File: src/rtl/alu_pkg.sv
// Types and widths shared by the ALU front-end blocks.
// No logic here: only the sequencer state type and the common datapath width.
package alu_pkg;

  localparam int ALU_WIDTH = 6;

  typedef enum logic [1:0] {
    LOAD_A = 2'd0,
    LOAD_B = 2'd1,
    SETTLE = 2'd2,
    SHOW   = 2'd3
  } seq_state_t;

endpackage

File: src/rtl/alu_operand_sequencer_key_debounce.sv
// Pushbutton conditioner: 2-flop synchronizer, stable-low counter, one-shot press pulse.
// Pulse is issued DEBOUNCE_CYCLES+2 cycles after key_n falls; the key must be seen high again before re-arming.
module key_debounce #(
  parameter int DEBOUNCE_CYCLES = 4
) (
  input  logic clk,
  input  logic rst_n,
  input  logic key_n,
  output logic press
);

  localparam int CW = $clog2(DEBOUNCE_CYCLES + 1);
  localparam logic [CW-1:0] LOW_LAST = CW'(DEBOUNCE_CYCLES - 1);

  logic          key_meta;
  logic          key_sync;
  logic          armed;
  logic [CW-1:0] low_cnt;

  // armed starts cleared so a key held through reset cannot fire until released.
  always_ff @(posedge clk or negedge rst_n) begin
    if (!rst_n) begin
      key_meta <= 1'b0;
      key_sync <= 1'b0;
      armed    <= 1'b0;
      low_cnt  <= '0;
      press    <= 1'b0;
    end else begin
      key_meta <= key_n;
      key_sync <= key_meta;
      press    <= 1'b0;
      if (key_sync) begin
        low_cnt <= '0;
        armed   <= 1'b1;
      end else if (armed) begin
        if (low_cnt == LOW_LAST) begin
          press   <= 1'b1;
          armed   <= 1'b0;
          low_cnt <= '0;
        end else begin
          low_cnt <= low_cnt + CW'(1);
        end
      end
    end
  end

endmodule

File: src/rtl/alu_operand_sequencer.sv
// Captures operand A then B from switches on debounced presses, waits SETTLE_CYCLES, registers the ALU result.
// Result lands SETTLE_CYCLES cycles after the B latch edge; presses during SETTLE are dropped.
module alu_operand_sequencer
  import alu_pkg::*;
#(
  parameter int WIDTH           = ALU_WIDTH,
  parameter int DEBOUNCE_CYCLES = 4,
  parameter int SETTLE_CYCLES   = 2
) (
  input  logic             clk,
  input  logic             rst_n,
  input  logic             key_n,
  input  logic [WIDTH-1:0] sw_data,
  output logic [WIDTH-1:0] alu_a,
  output logic [WIDTH-1:0] alu_b,
  input  logic [WIDTH-1:0] alu_result,
  output logic [WIDTH-1:0] result_q,
  output logic             result_valid,
  output logic             busy,
  output logic             nA_LED,
  output logic             nB_LED
);

  localparam int CNT_W = $clog2(SETTLE_CYCLES + 1);
  localparam logic [CNT_W-1:0] SETTLE_LAST = CNT_W'(SETTLE_CYCLES - 1);

  seq_state_t       state;
  logic [CNT_W-1:0] settle_cnt;
  logic             press;

  key_debounce #(
    .DEBOUNCE_CYCLES(DEBOUNCE_CYCLES)
  ) u_debounce (
    .clk  (clk),
    .rst_n(rst_n),
    .key_n(key_n),
    .press(press)
  );

  always_ff @(posedge clk or negedge rst_n) begin
    if (!rst_n) begin
      state        <= LOAD_A;
      alu_a        <= '0;
      alu_b        <= '0;
      result_q     <= '0;
      result_valid <= 1'b0;
      busy         <= 1'b0;
      settle_cnt   <= '0;
    end else begin
      case (state)
        LOAD_A: if (press) begin
          alu_a        <= sw_data;
          result_valid <= 1'b0;
          state        <= LOAD_B;
        end
        LOAD_B: if (press) begin
          alu_b      <= sw_data;
          settle_cnt <= '0;
          busy       <= 1'b1;
          state      <= SETTLE;
        end
        SETTLE: begin
          if (settle_cnt == SETTLE_LAST) begin
            result_q     <= alu_result;
            result_valid <= 1'b1;
            busy         <= 1'b0;
            state        <= SHOW;
          end else begin
            settle_cnt <= settle_cnt + CNT_W'(1);
          end
        end
        // A press here starts the next comparison by latching A directly.
        SHOW: if (press) begin
          alu_a        <= sw_data;
          result_valid <= 1'b0;
          state        <= LOAD_B;
        end
        default: state <= LOAD_A;
      endcase
    end
  end

  assign nA_LED = alu_a[WIDTH-1];
  assign nB_LED = alu_b[WIDTH-1];

endmodule
File: config.mk
export PLATFORM = sky130hd
export DESIGN_NAME = alu_operand_sequencer
export DESIGN_NICKNAME = d
export VERILOG_FILES = /design/src/rtl/alu_pkg.sv /design/src/rtl/alu_operand_sequencer_key_debounce.sv /design/src/rtl/alu_operand_sequencer.sv
export SDC_FILE = /design/constraint.sdc
export NUM_CORES = 1
export LEC_CHECK = 0
export ABC_AREA = 1
export CAP_MARGIN = 15
export CELL_PAD_IN_SITES_DETAIL_PLACEMENT = 1
export CELL_PAD_IN_SITES_GLOBAL_PLACEMENT = 1
export CORE_ASPECT_RATIO = 0.9
export CORE_MARGIN = 2
export CORE_UTILIZATION = 26
export CTS_BUF_LIST = sky130_fd_sc_hd__clkbuf_16
export DETAILED_ROUTE_END_ITERATION = 16
export GPL_TIMING_DRIVEN = 0
export PLACE_DENSITY_LB_ADDON = 0.05
export SLEW_MARGIN = 25
export SYNTH_ARGS = -nofsm -noshare
export SYNTH_HDL_FRONTEND = slang
export SYNTH_SLANG_ARGS = --single-unit
File: constraint.sdc
create_clock -name clk -period 1.36 [get_ports clk]
set_clock_uncertainty 0.05 [all_clocks]
set_input_delay 0.272 -clock clk [delete_from_list [all_inputs] [get_ports clk]]
set_output_delay 0.272 -clock clk [all_outputs]
set_load 0.005 [all_outputs]
=== After elaboration in Yosys (flattened, before gate mapping) ===
Cells that the tools add are included.

* Register bits: 31
* Logic and storage cells: 57

* Add/subtract/negate cells: 2
* Equal/unequal tests: 9
* Muxes and demuxes: 22
* Reduce and logical (&&, ||, !) cells: 12

{| class="wikitable"
|+ Operator list
! operator !! count
|-
| 3-bit AND reduction || 4
|-
| 1-bit 2-to-1 mux || 10
|-
| 2-bit 2-to-1 mux || 5
|-
| 3-bit 2-to-1 mux || 3
|-
| 2-bit one-hot mux with 3 select lines || 1
|-
| 2-bit AND reduction || 3
|-
| 2-bit nonzero test || 3
|-
| 2-bit by 1-bit == test with 1-bit output, second input constant || 2
|-
| 2-bit == test, second input constant || 2
|-
| 2-bit by 1-bit != test with 1-bit output, second input constant || 2
|-
| 2-bit != test, second input constant || 2
|-
| 1-bit one-hot mux with 2 select lines || 2
|-
| 2-bit one-hot mux with 2 select lines || 1
|-
| 3-bit by 1-bit adder with 3-bit output, second input constant || 1
|-
| 3-bit by 2-bit == test with 1-bit output, second input constant || 1
|-
| 2-bit by 1-bit adder with 2-bit output, second input constant || 1
|-
| 2-bit zero test || 1
|-
| 2-bit OR reduction || 1
|}

=== Depth between registers and ports, before layout ===
Gate-level depths: netlist of run 1.

* Depth after elaboration: 4
* Gate-level depth with buffers: 7

=== Cells and area by module ===
A second synthesis of run 1 with hierarchy kept.

* Cell total of the unflattened synthesis: 144
* Area, all modules: 1,363.8 um^2

{| class="wikitable"
|+ By module, submodules not included
! module !! times used !! cells each !! area each (um^2) !! seq. area each (um^2)
|-
| alu_operand_sequencer || 1 || 120 || 1,107.3 || 600.6
|-
| key_debounce || 1 || 24 || 256.5 || 175.2
|}

=== Worst setup path after synthesis of run 1 ===
Ideal clock, no wire load.

* Kind: reg-to-reg
* From: reg state[0]
* To: reg alu_a[5]
* Library setup time: 0.117 ns
* Arrival time: 1.064 ns
* Setup slack: 0.129 ns
* Cell stages (with the launch flop): 7
* Cell sequence: dfrtp_1 -> inv_1 -> ha_1 -> nand2_1 -> buf_6 -> nand2_1 -> o21ai_2

* Cells in the longest elaborated chain, start to end: 3
* Elaborated cells between the ends (all ways): 4
* Those cells by class: eq/ne: 1; reduce/logical: 3

{| class="wikitable"
|+ Ends and longest elaborated chain
! element !! line !! RTL
|-
| start: declaration || alu_operand_sequencer.sv:27 || <nowiki>seq_state_t state;</nowiki>
|-
| start signal: assignment || alu_operand_sequencer.sv:42 || <nowiki>state <= LOAD_A;</nowiki>
|-
| start signal: assignment || alu_operand_sequencer.sv:54 || <nowiki>state <= LOAD_B;</nowiki>
|-
| start signal: assignment || alu_operand_sequencer.sv:60 || <nowiki>state <= SETTLE;</nowiki>
|-
| 2-bit == test or 2-bit zero test (tied branches) || alu_operand_sequencer.sv:50 || <nowiki>case (state)</nowiki>
|-
| 2-bit OR reduction (no source line) (*) || n/a ||
|-
| 2-bit AND reduction (no source line) (*) || n/a ||
|-
| end signal: assignment || alu_operand_sequencer.sv:52 || <nowiki>alu_a <= sw_data;</nowiki>
|-
| end signal: assignment || alu_operand_sequencer.sv:74 || <nowiki>alu_a <= sw_data;</nowiki>
|-
| end: declaration || alu_operand_sequencer.sv:14 || <nowiki>output logic [WIDTH-1:0] alu_a,</nowiki>
|}

Mark *: on every way between the ends. The rest lies on a longest branch, timed or not.
A chain may end at the register's enable or synchronous reset.

=== Worst setup path after layout of run 1 ===
* From: reg state[1]
* To: reg alu_b[2]

* Cells in the longest elaborated chain, start to end: 2

{| class="wikitable"
|+ Ends and longest elaborated chain
! element !! line !! RTL
|-
| 2-bit by 1-bit == test with 1-bit output || alu_operand_sequencer.sv:50 ||
|-
| 2-bit AND reduction (no source line) || n/a ||
|-
| end signal: assignment || alu_operand_sequencer.sv:57 || <nowiki>alu_b <= sw_data;</nowiki>
|-
| end: declaration || alu_operand_sequencer.sv:15 || <nowiki>output logic [WIDTH-1:0] alu_b,</nowiki>
|}

No other way between the ends.

==> results of run 1 <==
critical path: stages, from the launching register on:
cell and delay (ps):
dfrtp_2 440, inv_1 100, ha_2 210, nand2_2 90
buf_6 160, nand2_1 70, o21ai_2 50
stage by stage:
stage / TNS [ps] / hold slack, ps / cells
6_report: 0 / 300 / 256
5_1_grt: -2.27 / 315 / 256
4_1_cts: 0 / 303 / 257
3_5_place_dp: -364 / 180 / 245
3_3_place_gp: -20270 / 289 / 244
2_1_floorplan: 0 / -73.6 / 143
report_power, final:
group	switching, mW	leakage [nW]	total, mW	internal (mW)
Combinational	0.835	0.580	1.70	0.870
Sequential	0.220	0.362	1.52	1.30
Clock	0.361	0.0701	1.02	0.656
Total	1.42	1.01	4.25	2.83
cell families after synthesis:
group	count (synthesis)
and+or+nand+nor	65
AOI/OAI and AO/OA	16
DFF	31
xor gates and xnor gates	1
adders and majority gates	6
buffers and inverters	24
registers in the layout, indices dropped and copies added (netlist names):
register and cells:
result_q 6, result_valid 1, u_debounce.armed 1, alu_b 6
u_debounce.press 1, state 2, u_debounce.key_sync 1, u_debounce.low_cnt 3
settle_cnt 2, alu_a 6, busy 1, u_debounce.key_meta 1
cells in the mapped netlist, drive strengths merged:
library cell	number	area share
nand2	51	0.15
dfrtp	31	0.58
inv	20	0.056
o21ai	13	0.065
nor2	7	0.020
ha	6	0.056
buf	4	0.028
nand3	4	0.015
nand4	3	0.014
a211oi	1	0.0056
o211ai	1	0.0056
o21a	1	0.0056
xnor2	1	0.0065
per-layer routing:
layer / wire, um / global-route usage / vias to the layer above
met2: 1500 / 0.206 / 26
met1: 1370 / 0.142 / 497
met3: 210 / 0.0535 / 5
li1: - / - / 535
met5: 0 / 0 / -
met4: 45 / 0.0508 / 0
area by class of cell:
class                   instances  area [um2]
flip-flops and latches         31         777
repair buffers                 40         378
multi-input cells              88         483
clock inverters                 3        11.3
plain buffers                   4        37.5
fillers                       570        2950
clock buffers                   5         125
well taps                      65        81.3
inverters                      20        77.6
path summary, 6_finish.rpt:
check,startpoint,to,slack (ps),depth (start not counted)
min in group asynchronous,rst_n,result_valid,420,2
setup reg to reg,state[1],alu_b[2],90,6
setup / recovery,state[1],alu_b[2],90,6
hold / removal,u_debounce.key_meta,u_debounce.key_sync,300,0
max in group asynchronous,rst_n,result_q[0],420,3
hold reg to reg,u_debounce.key_meta,u_debounce.key_sync,300,0
timing repair:
item	in CTS	in global routing
resized for setup	25	9
hold buffers	1	0
setup buffers	3	0
setup endpoints to repair	35	20
endpoints found under the hold margin	14	0
pin swaps	0	1
==> out/metrics.yaml, run 1 <==
outcome:
  status: "finished clean"
critical_path:
  critPathLaunchType: "register"
  crit_fanout: 10
  cp.arrival_ps: 1380
  critPathCaptureType: "register"
  crit_type: "reg2reg"
  cp.required_ps: 1470
pwr:
  cellLeakagePower_nw: 1.01
  ir_drop_mv: 0.703
  p_total_mw: 4.25
  power_density_nw_per_um2: 2150
sta:
  fin_crit_ps: 1270
  tightest_slew_ps: 411
  max_freq_mhz: 787
  drv_slew: 0
  slew_headroom: 0.726
  finalHoldViolCount: 0
  worst_slack_ps: 89.5
  fin_crit_sh: 0.934
  setup_viol: 0
floorplanning:
  num_rows: 24
  die_w_um: 79.8
  die_area_um2: 5760
  fp.coreArea_um2: 4920
  ios: 37
  dieHeight_um: 72.2
  start_util: 0.273
synth:
  synth_compound_area_frac: 0.0819
  ys_warn_count: 0
  synth_seq_cells: 31
  yosys.area_share.simple: 0.195
  synth_area_um2: 1340
  muxShareOfSynthArea: 0
  synth_cell_types: 18
  synth_xor_area_frac: 0.00652
  synth_top_family_by_area: "simple AND/OR/NAND/NOR gates"
  avgSynthCellArea_um2: 9.40
  synth-seq-area-share: 0.577
  syn_nets: 164
  syn_inst: 143
  synthAdderAreaFrac: 0.0559
grt:
  grt_usage: 0.125
  grt_max_degree: 18
  overflow: 0
  grt_pass1_wl_mm: 5.44
  grt_pass1_vias: 1175
  antenna_found_initial: 0
detailed_routing:
  drt-initial-drc-count: 50
  vias: 1063
  wire_per_inst_um: 12.2
  ant_nets: 0
  vias_per_cell: 4.15
  drc: 0
  drt-total-wl_mm: 3.13
  dr.pass1.iters: 4
layout:
  drive_gt1_frac: 0.162
  diodes: 0
  post-route-util: 0.400
  layout.cells.most_common: "nand2_1"
  syn_to_final_growth_pct: 46.6
  nets: 211
  final_area_um2: 1970
  final_cell_mix: "46 x nand2_1, 30 x dfrtp_1, 20 x dlygate4sd2_1, 19 x inv_1, 13 x clkdlybuf4s50_1"
place:
  place_ws_ps: -56.7
  place_hpwl_mm: 2.32
  numPortBuffers: 36
  globalplace.congestion: 0.731
  dpl_cell_area_um2: 1810
clocking:
  clock_path_buffers: 2
  cts_tree: "built"
  cts_buffers: 5
  cts_root_buffer: "clkbuf_16"
  cts.clk_slew.worst_paths_ps: 50
  insertion_delay_ps: 270
  cts-htree-levels: 2
  clock-sinks: 31
run:
  drv_cap: 0
worst_hold_path:
  hp-class: "reg2reg"
(Power assumes the default switching activity.)
==> run 2: changes to the inputs <==
--- a/config.mk
+++ b/config.mk
@@ -11,7 +11,7 @@
 export CELL_PAD_IN_SITES_GLOBAL_PLACEMENT = 1
 export CORE_ASPECT_RATIO = 0.9
 export CORE_MARGIN = 2
-export CORE_UTILIZATION = 26
+export CORE_UTILIZATION = 35
 export CTS_BUF_LIST = sky130_fd_sc_hd__clkbuf_16
 export DETAILED_ROUTE_END_ITERATION = 16
 export GPL_TIMING_DRIVEN = 0
==> out/metrics.yaml, run 2 (synthesis gave the netlist of run 1 again) <==
outcome:
  status: "finished clean"  # unchanged
layout:
  reg_top3: "alu_a (6), alu_b (6), result_q (6)"  # unchanged
  syn_to_final_growth_pct: 43.8  # was 46.6%
  diodes: 0  # unchanged
  layout.cells.most_common: "nand2_1"  # unchanged
  nets: 210  # was 211
  n_fill_cell: 429  # was 570
  final_cell_mix: "48 x nand2_1, 30 x dfrtp_1, 20 x inv_1, 20 x dlygate4sd2_1, 13 x clkdlybuf4s50_1"  # was 46 x nand2_1, 30 x dfrtp_1, 20 x dlygate4sd2_1, 19 x inv_1, 13 x clkdlybuf4s50_1
  post-route-util: 0.521  # was 0.400
  drive_gt1_frac: 0.153  # was 0.162
sta:
  fin_crit_sh: 0.962  # was 0.934
  rsz0062_at_grt: "true"
  slew_headroom: 0.754  # was 0.726
  finalHoldViolCount: 0  # unchanged
  drv_slew: 0  # unchanged
  fin_crit_ps: 1310  # was 1270 ps
  setup_viol: 0  # unchanged
  max_freq_mhz: 765  # was 787 MHz
  tightest_slew_ps: 369  # was 411 ps
clocking:
  clock_path_buffers: 2  # unchanged
  insertion_delay_ps: 270  # about the same
  cts_tree: "built"  # unchanged
  cts_root_buffer: "clkbuf_16"  # unchanged
  cts.clk_slew.worst_paths_ps: 50  # about the same
  clock-sinks: 31  # unchanged
  cts_buffers: 5  # unchanged
  cts-htree-levels: 2  # unchanged
detailed_routing:
  vias: 1088  # was 1063
  dr.pass1.iters: 4  # unchanged
  vias_per_cell: 4.61  # was 4.15
  ant_nets: 0  # unchanged
  wire_per_inst_um: 13.6  # was 12.2 um
  drt-total-wl_mm: 3.21  # was 3.13 mm
  drt-initial-drc-count: 35  # was 50
  drc: 0  # unchanged
critical_path:
  critPathLaunchType: "register"  # unchanged
  cp.required_ps: 1460  # was 1470 ps
  cp.arrival_ps: 1410  # was 1380 ps
  critPathCaptureType: "register"  # unchanged
  critical_path.max_stage_delay_ps: 380  # was 440 ps
  cp_slowest_cell: "dfrtp_1"  # was dfrtp_2
  crit_type: "reg2reg"  # unchanged
  crit_chain: "inv_1, ha_4, inv_1, nand3_1, nand2_1, nand2_1"  # was inv_1, ha_2, nand2_2, buf_6, nand2_1, o21ai_2
  crit_fanout: 5  # was 10
grt:
  grt_usage: 0.159  # was 0.125
  antenna_found_initial: 0  # unchanged
  grt_pass1_wl_mm: 5.27  # was 5.44 mm
  overflow: 0  # unchanged
  grt_max_degree: 19  # was 18
  grt_pass1_vias: 1146  # was 1175
pwr:
  p_switching_mw: 1.45  # was 1.42 mW
  p_comb_frac: 0.392  # was 0.401
  cellLeakagePower_nw: 0.998  # was 1.01 nW
  p_sw_frac: 0.342  # was 0.334
  clkPwrFrac: 0.248  # was 0.240
  ir_drop_mv: 1.20  # was 0.703 mV
  intPower_mw: 2.80  # was 2.83 mW
  power_density_nw_per_um2: 2200  # was 2150 nW/um2
  pwr-share-seq: 0.360  # was 0.359
  p_total_mw: 4.25  # about the same
floorplanning:
  fp.coreArea_um2: 3700  # was 4920 um2
  die_area_um2: 4350  # was 5760 um2
  ios: 37  # unchanged
  die_w_um: 69.3  # was 79.8 um
  start_util: 0.363  # was 0.273
  dieHeight_um: 62.8  # was 72.2 um
  num_rows: 21  # was 24
worst_hold_path:
  hp-class: "reg2reg"  # unchanged
run:
  drv_cap: 0  # unchanged
place:
  globalplace.congestion: 0.692  # was 0.731
  numPortBuffers: 36  # unchanged
  place_hpwl_mm: 2.33  # was 2.32 mm
-- run 2: area by class of cell --
class | instances | area (um2) | area share
inverters | 20 | 75.1 | 0.0389
multi-input cells | 88 | 473 | 0.245
clock buffers | 5 | 125 | 0.0648
clock inverters | 3 | 16.3 | 0.00842
flip-flops and latches | 31 | 777 | 0.402
repair buffers | 39 | 370 | 0.192
plain buffers | 4 | 37.5 | 0.0194
well taps | 46 | 57.6 | 0.0298
-- run 2: critical path, delay by kind of cell (launching register included) --
| kind | cells | cell delay [ps] |
|---|---|---|
| buffers and inverters | 2 | 250 |
| DFF | 1 | 380 |
| adders and majority gates | 1 | 230 |
| and+or+nand+nor | 3 | 290 |
-- run 2: worst paths after layout --
kind | startpoint | endpoint | slack [ps] | depth (start not counted)
worst max-delay path | state[0] | settle_cnt[0] | 50 | 6
worst min-delay path | u_debounce.key_meta | u_debounce.key_sync | 300 | 0
worst max register to register | state[0] | settle_cnt[0] | 50 | 6
worst min register to register | u_debounce.key_meta | u_debounce.key_sync | 300 | 0
max in group asynchronous | rst_n | result_q[5] | 460 | 3
min in group asynchronous | rst_n | alu_a[1] | 390 | 2
-- run 2: stage by stage --
stage	hold WS, ps	setup slack, ps	instances	setup TNS [ps]	area, um2
after floorplan	-73.6	129	143	0	1340
after global placement	290	-631	225	-19530	1760
after detailed placement	156	-74.1	226	-232	1780
after CTS	307	0.725	237	0	1920
after global routing	325	-29.5	236	-147	1930
final	301	52.3	236	0	1930
-- run 2: what timing repair did --
item | 4_1_cts | 5_1_grt
endpoints found under the hold margin | 13 | 0
gates resized for setup | 25 | 4
hold buffers | 1 | 0
pin swaps | 0 | 1
endpoints found under the setup margin | 30 | 14
buffers inserted | 2 | 0
-- run 2: power by group through the flow --
| stage | Sequential [mW] | Combinational [mW] | Clock [mW] |
|---|---|---|---|
| 6_report | 1.53 | 1.67 | 1.05 |
| 2_1_floorplan | 1.54 | 0.850 | 0 |
| 4_1_cts | 1.53 | 1.66 | 1.08 |
| 3_5_place_dp | 1.56 | 1.80 | 0 |
| 3_3_place_gp | 1.53 | 1.71 | 0 |
| 5_1_grt | 1.59 | 1.88 | 1.11 |
-- run 2: metal layers --
metal | global-route usage | wire length, um
met2 | 0.274 | 1710
met3 | 0.0565 | 135
met4 | 0.0662 | 44
met5 | 0 | 0
met1 | 0.179 | 1320
==> run 3: changes to the inputs <==
--- a/config.mk
+++ b/config.mk
@@ -6,6 +6,7 @@
 export NUM_CORES = 1
 export LEC_CHECK = 0
 export ABC_AREA = 1
+export ABC_CLOCK_PERIOD_IN_PS = 1360
 export CAP_MARGIN = 15
 export CELL_PAD_IN_SITES_DETAIL_PLACEMENT = 1
 export CELL_PAD_IN_SITES_GLOBAL_PLACEMENT = 1
==> results of run 3 <==
Final layout, timing and power as in run 2 (identical DEF).
